--- config.mk ---
export PLATFORM = sky130hd
export DESIGN_NAME = tx_frame_ctrl
export DESIGN_NICKNAME = d
export VERILOG_FILES = /design/src/rtl/tx_frame_pkg.sv /design/src/rtl/modbus_crc16_bit.sv /design/src/rtl/tx_frame_ctrl.sv
export SDC_FILE = /design/constraint.sdc
export NUM_CORES = 1
export LEC_CHECK = 0
export ABC_AREA = 0
export BUFFER_PORTS_ARGS = -buffer_cell sky130_fd_sc_hd__buf_2
export CAP_MARGIN = 30
export CORE_ASPECT_RATIO = 0.7
export CORE_UTILIZATION = 35
export DETAILED_ROUTE_END_ITERATION = 8
export SYNTH_ARGS = -nofsm -noshare
export SYNTH_HDL_FRONTEND = slang
export SYNTH_HIERARCHICAL = 1
export SYNTH_SLANG_ARGS = --single-unit
--- constraint.sdc ---
create_clock -name CLK -period 2.8 [get_ports CLK]
set_input_delay 0.28 -clock CLK [delete_from_list [all_inputs] [get_ports CLK]]
set_output_delay 0.28 -clock CLK [all_outputs]
set_load 0.02 [all_outputs]
--- src/rtl/tx_frame_pkg.sv ---
// Shared constants for the Modbus RTU transmit path: CRC-16 parameters and
// frame-controller state encodings.
package tx_frame_pkg;

    localparam logic [15:0] CRC_POLY = 16'hA001;
    localparam logic [15:0] CRC_INIT = 16'hFFFF;

    localparam logic [2:0] ST_IDLE    = 3'd0;
    localparam logic [2:0] ST_CRC     = 3'd1;
    localparam logic [2:0] ST_LOAD    = 3'd2;
    localparam logic [2:0] ST_SEND    = 3'd3;
    localparam logic [2:0] ST_GAP     = 3'd4;
    localparam logic [2:0] ST_SILENCE = 3'd5;
    localparam logic [2:0] ST_DONE    = 3'd6;

endpackage

--- src/rtl/modbus_crc16_bit.sv ---
// Combinational single-bit Modbus CRC-16 update (reflected, LSB-first).
// Feeding a byte's bits LSB-first is equivalent to XORing the byte in first.
module modbus_crc16_bit
    import tx_frame_pkg::*;
(
    input  logic [15:0] crc_in,
    input  logic        data_bit,
    output logic [15:0] crc_out
);

    logic feedback;

    assign feedback = crc_in[0] ^ data_bit;
    assign crc_out  = {1'b0, crc_in[15:1]} ^ (feedback ? CRC_POLY : 16'h0000);

endmodule

--- src/rtl/tx_frame_ctrl.sv ---
// Transmit frame controller: latches a payload, computes its Modbus CRC bit-serially,
// hands payload+CRC bytes to the UART TX over enable/done, then enforces line silence.
module tx_frame_ctrl
    import tx_frame_pkg::*;
#(
    parameter int PAYLOAD_BYTES  = 5,
    parameter int SILENCE_CYCLES = 3645,
    parameter int CNT_W          = 12
) (
    input  logic                       CLK,
    input  logic                       RSTn,
    input  logic                       Frame_Start_Sig,
    input  logic [8*PAYLOAD_BYTES-1:0] Frame_Data,
    input  logic                       TX_Done_Sig,
    output logic                       TX_En_Sig,
    output logic [7:0]                 TX_Data,
    output logic                       Busy_Sig,
    output logic                       Frame_Done_Sig
);

    localparam int                IDX_W        = $clog2(PAYLOAD_BYTES + 2);
    localparam logic [IDX_W-1:0]  LAST_PAYLOAD = IDX_W'(PAYLOAD_BYTES - 1);
    localparam logic [IDX_W-1:0]  CRC_LO_IDX   = IDX_W'(PAYLOAD_BYTES);
    localparam logic [IDX_W-1:0]  LAST_BYTE    = IDX_W'(PAYLOAD_BYTES + 1);
    localparam logic [CNT_W-1:0]  SIL_LAST     = (SILENCE_CYCLES > 0) ? CNT_W'(SILENCE_CYCLES - 1) : '0;

    logic [2:0]                 state;
    logic [8*PAYLOAD_BYTES-1:0] payload_q;
    logic [15:0]                crc_q;
    logic [15:0]                crc_next;
    logic [IDX_W-1:0]           idx;
    logic [2:0]                 bit_cnt;
    logic [CNT_W-1:0]           sil_cnt;
    logic [7:0]                 cur_byte;
    logic [7:0]                 frame_byte;
    logic                       accept;

    assign accept         = (state == ST_IDLE) && Frame_Start_Sig;
    assign TX_En_Sig      = (state == ST_SEND);
    assign Busy_Sig       = (state != ST_IDLE);
    assign Frame_Done_Sig = (state == ST_DONE);

    // NOTE: pure datapath capture with no reset; it is always written on accept before being read.
    always_ff @(posedge CLK) begin
        if (accept) begin
            payload_q <= Frame_Data;
        end
    end

    // NOTE: every output of an always_comb gets a default first so no latch is inferred.
    always_comb begin
        cur_byte = 8'h00;
        for (int i = 0; i < PAYLOAD_BYTES; i++) begin
            if (idx == IDX_W'(i)) begin
                cur_byte = payload_q[i*8 +: 8];
            end
        end
    end

    always_comb begin
        frame_byte = cur_byte;
        if (idx == CRC_LO_IDX) begin
            frame_byte = crc_q[7:0];
        end else if (idx == LAST_BYTE) begin
            frame_byte = crc_q[15:8];
        end
    end

    modbus_crc16_bit u_crc_bit (
        .crc_in   (crc_q),
        .data_bit (cur_byte[bit_cnt]),
        .crc_out  (crc_next)
    );

    // NOTE: sequential state uses non-blocking assignments so all registers update together.
    always_ff @(posedge CLK or negedge RSTn) begin
        if (!RSTn) begin
            state   <= ST_IDLE;
            crc_q   <= CRC_INIT;
            idx     <= '0;
            bit_cnt <= '0;
            sil_cnt <= '0;
            TX_Data <= 8'h00;
        end else begin
            case (state)
                ST_IDLE: begin
                    if (Frame_Start_Sig) begin
                        crc_q   <= CRC_INIT;
                        idx     <= '0;
                        bit_cnt <= '0;
                        state   <= ST_CRC;
                    end
                end
                ST_CRC: begin
                    crc_q   <= crc_next;
                    bit_cnt <= bit_cnt + 3'd1;
                    if (bit_cnt == 3'd7) begin
                        if (idx == LAST_PAYLOAD) begin
                            idx   <= '0;
                            state <= ST_LOAD;
                        end else begin
                            idx <= idx + IDX_W'(1);
                        end
                    end
                end
                ST_LOAD: begin
                    TX_Data <= frame_byte;
                    state   <= ST_SEND;
                end
                ST_SEND: begin
                    if (TX_Done_Sig) begin
                        state <= ST_GAP;
                    end
                end
                ST_GAP: begin
                    sil_cnt <= '0;
                    if (idx == LAST_BYTE) begin
                        idx   <= '0;
                        // A zero gap skips SILENCE so DONE still lands one cycle after GAP.
                        state <= (SILENCE_CYCLES == 0) ? ST_DONE : ST_SILENCE;
                    end else begin
                        idx   <= idx + IDX_W'(1);
                        state <= ST_LOAD;
                    end
                end
                ST_SILENCE: begin
                    sil_cnt <= sil_cnt + CNT_W'(1);
                    if (sil_cnt == SIL_LAST) begin
                        state <= ST_DONE;
                    end
                end
                ST_DONE: begin
                    state <= ST_IDLE;
                end
                default: begin
                    state <= ST_IDLE;
                end
            endcase
        end
    end

endmodule

==> flow_summary.toml, run 1 <==
[global_routing]
grt_overflow = 0
grt_pass1_wl_microns = 15490
antenna_found_initial = 0
grt_usage_pct = 15.80
grt_max_degree = 40
grt_pass1_vias = 2964

[sta]
drv_slew = 0
period_minus_slack_ns = 2.645
min_period_over_period_pct = 94.48
rsz0062_at_grt = "no"
final.setup_skew_ns = 0.007175
hold_viol_final = 0
setup_slack_ns = 0.1547
whs_ns = 0.1097
slew_headroom_pct = 55.80
setup_viol = 0
worstMarginPinSlew_ns = 0.6630
fmax_mhz = 378.0

[route]
wl_microns = 9422
route.detailed.drc = 0
vias = 3161
first_pass_iters = 5
wl_per_cell_microns = 15.68
drtIter0Drc = 200
via_per_inst = 5.260
antenna_left = 0

[clock_network]
clock_path_buffers = 2
cts_root_buf = "clkbuf_16"
cts.sinks = 85
numCtsBuffers = 9
cts_tree = "yes"
h-tree-depth = 3
clk_pin_slew_ns = 0.07
clk_latency_ns = 0.34

[critical_path]
regToRegSetupSlack_ns = 0.15
crit_type = "reg -> reg"
crit_buf_inv = 1
reg2reg_to = "crc_q[13]"
path_cells = "ha_1 -> ha_1 -> buf_4 -> nor2b_1 -> o32a_1 -> o211ai_1 -> a21oi_1 -> a211oi_2 -> xor3_1 -> nand2_1 -> o21ai_0"
cp_common_cell = "ha_1"
crit_path_top_delay_cell = "xor3_1"
cp-start-kind = "flip-flop"
worstRegToRegCells = 11
cp_max_fo = 14
crit_end = "crc_q[13]"
crit_start = "idx[0]"
cp.depth = 11
crit_required_ns = 3.05
cp-end-kind = "flip-flop"
reg2reg_from = "idx[0]"
slowest_delay_ns = 0.46
cp_top_family = "compound AO/OA/AOI/OAI gates"
critical_path_arrival_ns = 2.90

[logic_synthesis]
syn_inst = 401
ys_ff_latch = 85
synth_nets = 454
synthDistinctLibCells = 60
ys_warn_count = 6
synth_area_sq_mm = 0.004343
syn_area_per_cell_sq_um = 10.83
yosys.area.top_type = "edfxtp_1"
synth_edf_count = 40
yosysTopAreaCellShare_pct = 27.66
synth_area_leaders = "edfxtp_1 28%, dfrtp_1 17%, dfstp_2 9.7%"
synth-async-reset-ratio_pct = 52.94
ys.flop_type = "edfxtp_1"
ys_seq_area_share_pct = 54.05

[floorplanning]
core_sq_mm = 0.01189
die_w_microns = 135.1
ioPinCount = 55
num_rows = 33
start_util_pct = 36.52
die-area_sq_mm = 0.01286
die_h_microns = 95.20

[status]
outcome = "finished, final reports clean"

[power_and_ir_drop]
p_int_uw = 3616
pwr-share-seq_pct = 36.9
swShare_pct = 39.21
combPwrFrac_pct = 42.6
p_sw_uw = 2332
p_leak_uw = 0.001992
powerDensity_mw_per_mm2 = 1199
clock_power_share_pct = 20.5
ir_drop_uv = 437.4

[cells_and_area]
stdcell_count = 601
final_util_pct = 41.72
diodes = 0
drive_gt1_share_pct = 26.13
syn2layout_area_growth_pct = 14.23
fin_nets = 492

[place]
dp_hpwl_microns = 6760
io_buffer_count = 54
place_ws_ns = -0.03483
placed_cells = 583
gp_congestion = 0.9014

[min_path]
hold_class = "in -> reg"

[run]
drv_cap = 0
## synth_stat cells (4+ instances only)
library cell	instances
o21ai_0	33
nand3_1	13
a31oi_1	14
and3_1	6
mux2i_1	8
buf_2	10
clkbuf_8	4
buf_4	16
a21oi_1	19
ha_1	9
nor3_1	5
nand3b_1	6
edfxtp_1	40
o211ai_1	5
buf_6	4
nor2_1	30
dfrtp_1	29
and3_2	4
clkbuf_1	4
inv_1	13
nor2b_1	6
nand2_1	46
dfstp_2	16
## power by group through the flow
stage,registers [uW],clock network [uW],logic [uW]
after floorplan,2120,0,2160
after global placement,2190,0,2450
after detailed placement,2210,0,2490
after CTS,2190,1260,2510
after global routing,2250,1310,2820
final,2190,1220,2530
## cells by family (layout without fill, tap and decap cells)
family          Yosys count  in the layout  share of synthesized area, %
fa+ha+maj                 9              9                         2.593
simple gates            140            140                         16.62
mux                       8              8                         1.844
xor+xnor                  3              3                         1.297
compound gates          104            104                         15.62
buf+inv                  52             95                         7.980
flops                    85             85                         54.05
## per-layer routing
metal	GRT usage (%)	share of wire [%]
met1	21.92	48
met2	24.62	46
met3	3.562	5.0
met4	4.775	0.69
met5	0	0
## through the flow
stage,TNS (ns),instance area [sq um],power (uW)
floorplan,0,4343,4275
global placement,0,4597,4640
detailed placement,-0.04360,4617,4699
CTS,0,4938,5957
global route,0,4961,6376
finish,0,4961,5949
## registers in the layout, indices dropped and copies added (netlist names)
| register | count |
|---|---|
| payload_q | 40 |
| crc_q | 16 |
| sil_cnt | 12 |
| TX_Data | 8 |
| bit_cnt | 3 |
| idx | 3 |
| state | 3 |
## worst min-delay path by stage
stage	startpoint	endpoint	slack [ns]	cells after the start
2_1_floorplan	RSTn	TX_Data[0]	-0.02	0
3_3_place_gp	Frame_Data[29]	payload_q[29]	0.46	1
3_5_place_dp	RSTn	sil_cnt[7]	0.17	1
4_1_cts	Frame_Data[34]	payload_q[34]	0.1	1
5_1_grt	Frame_Data[29]	payload_q[29]	0.09	1
6_report	Frame_Data[28]	payload_q[28]	0.11	1
## placed cells by master (no fill, tap or decap), types with 13 or more instances in the layout
cell	count
dfrtp_1	29
a21oi_1	19
dfstp_2	16
inv_1	13
buf_2	54
nand2_1	46
edfxtp_1	40
nor2_1	30
o21ai_0	33
nand3_1	13
a31oi_1	14
## repair_timing
action                                 CTS  global route
setup endpoints to repair                2             2
endpoints found under the hold margin    9             0
setup buffers                            0             1
resized for setup                        1             3
hold buffers                             1             0
## area by class of cell
class                           count  area, sq um
Timing Repair Buffer               66        387.9
Multi-Input combinational cell    264         1672
Clock buffer                        9        225.2
Clock inverter                      7        83.83
Inverter                           13        48.80
Fill cell                        1138         6930
Tap cell                          157        196.4
Sequential cell                    85         2347
No activity file was read; power rests on OpenSTA's default activity.
==> run 2, diff against run 1 <==
--- a/config.mk
+++ b/config.mk
@@ -9,8 +9,10 @@
 export BUFFER_PORTS_ARGS = -buffer_cell sky130_fd_sc_hd__buf_2
 export CAP_MARGIN = 30
 export CORE_ASPECT_RATIO = 0.7
+export CORE_MARGIN = 3
 export CORE_UTILIZATION = 35
 export DETAILED_ROUTE_END_ITERATION = 8
+export PLACE_DENSITY = 0.62
 export SYNTH_ARGS = -nofsm -noshare
 export SYNTH_HDL_FRONTEND = slang
 export SYNTH_HIERARCHICAL = 1
==> run 2 against run 1 <==
Final area grew 0.28%; cell count is the same; sequential share of layout area shrank 0.13 points; global-route usage shrank 1.4 points; wire length grew 1.3%; maximum frequency grew 0.15%; die area grew 7.3%; critical endpoint unchanged; largest cell class unchanged; largest power group unchanged; highest routed layer unchanged.
==> flow_summary.toml, run 2 (synthesis gave the netlist of run 1 again) <==
[global_routing]
grt_pass1_vias = 3190
grt_usage_pct = 14.37
grt_pass1_wl_microns = 15990
grt_max_degree = 40
antenna_found_initial = 0
grt_overflow = 0

[critical_path]
cp-start-kind = "flip-flop"
critical_path_arrival_ns = 2.90
cp-end-kind = "flip-flop"
crit_required_ns = 3.06
regToRegSetupSlack_ns = 0.16
reg2reg_to = "crc_q[13]"
crit_type = "reg -> reg"
cp_max_fo = 7
worstRegToRegCells = 10
reg2reg_from = "idx[0]"

[route]
wl_microns = 9546
first_pass_iters = 4
vias = 3140
drtIter0Drc = 220
route.detailed.drc = 0
wl_per_cell_microns = 15.88
antenna_left = 0
via_per_inst = 5.225

[clock_network]
cts_root_buf = "clkbuf_16"
clock_path_buffers = 2
clk_pin_slew_ns = 0.06
numCtsBuffers = 9
cts.sinks = 85
h-tree-depth = 3
clk_latency_ns = 0.35
cts_tree = "yes"

[place]
io_buffer_count = 54
gp_congestion = 0.8986
placed_cells = 583
dp_hpwl_microns = 6712
dpl_cell_area_sq_mm = 0.004629

[cells_and_area]
top_regs = "payload_q (40), crc_q (16), sil_cnt (12)"
syn2layout_area_growth_pct = 14.55
stdcell_count = 601
fin_nets = 492
final_util_pct = 41.84
top_register = "payload_q"
largest_reg_flops = 40
drive_gt1_share_pct = 26.58
n_fill_cell = 1131
final_cell_mix = "54 x buf_2, 46 x nand2_1, 40 x edfxtp_1"
fin_area_sq_mm = 0.004975
diodes = 0
mostFrequentLayoutCell = "buf_2"

[status]
outcome = "finished, final reports clean"

[sta]
setup_viol = 0
rsz0062_at_grt = "no"
whs_ns = 0.1066
final.setup_skew_ns = 0.009835
tns_ns = 0
worstMarginPinSlew_ns = 0.6488
min_period_over_period_pct = 94.34
slew_headroom_pct = 56.75
period_minus_slack_ns = 2.641
fmax_mhz = 378.6
hold_viol_final = 0
drv_slew = 0

[min_path]
worstHoldStart = "Frame_Data[14]"
hold_path_depth = 1
hold_class = "in -> reg"
hold-path-endpoint = "payload_q[14]"

[floorplanning]
die_w_microns = 139.1
ioPinCount = 55
num_rows = 33
core_sq_mm = 0.01189
die_h_microns = 99.20
die-area_sq_mm = 0.01380
start_util_pct = 36.52

[power_and_ir_drop]
ir_drop_uv = 431.3
powerDensity_mw_per_mm2 = 1211
p_leak_uw = 0.001993

[run]
drv_cap = 0
==> run 2: repair_timing <==
action	4_1_cts	5_1_grt
cloned	0	0
buffers inserted	0	1
gates resized for setup	1	7
pin swaps	0	1
hold endpoints to repair	7	0
endpoints found under the setup margin	2	2
hold buffers	1	0
==> run 2: critical path: stages (launching register included) <==
cell	delay, ns
dfrtp_1	0.40
ha_1	0.22
ha_2	0.21
or2_4	0.27
a221o_1	0.32
nand3_1	0.10
a31oi_1	0.10
a211oi_2	0.32
xor3_1	0.47
nand2_1	0.06
o21ai_0	0.09
==> run 2: layout make-up <==
| class | instances | area, sq um | area share, % |
|---|---|---|---|
| Clock buffer | 10 | 229.0 | 4.603 |
| Clock inverter | 6 | 71.32 | 1.434 |
| Inverter | 13 | 48.80 | 0.9809 |
| Multi-Input combinational cell | 264 | 1682 | 33.80 |
| Sequential cell | 85 | 2347 | 47.18 |
| Tap cell | 157 | 196.4 | 3.949 |
| Timing Repair Buffer | 66 | 400.4 | 8.048 |
==> run 2: worst max path at each step <==
stage,start,to
6_report,idx[0],crc_q[13]
5_1_grt,idx[1],crc_q[13]
4_1_cts,idx[0],crc_q[13]
3_5_place_dp,idx[0],crc_q[13]
3_3_place_gp,idx[0],crc_q[13]
2_1_floorplan,idx[2],crc_q[13]
==> run 2: metrics by stage <==
step	setup WS (ns)	total power [uW]
global placement	0.1467	4655
global route	0.02593	6484
detailed placement	-0.01946	4735
CTS	0.02055	5978
floorplan	0.2266	4275
finish	0.1586	6023
==> run 2: layer usage <==
metal,track usage [%],routed length (microns),up-vias
li1,-,-,1533
met1,18.87,4477,1501
met2,22.45,4334,89
met3,4.565,543,17
met4,5.489,191,0
met5,0,0,-
==> run 2: report_power, final <==
group | leakage, uW | total (uW) | switching, uW | internal, uW
combinational | 0.000964 | 2660 | 1520 | 1140
clock | 0.000145 | 1210 | 514 | 701
sequential | 0.000885 | 2150 | 329 | 1820
total | 0.00199 | 6020 | 2370 | 3660
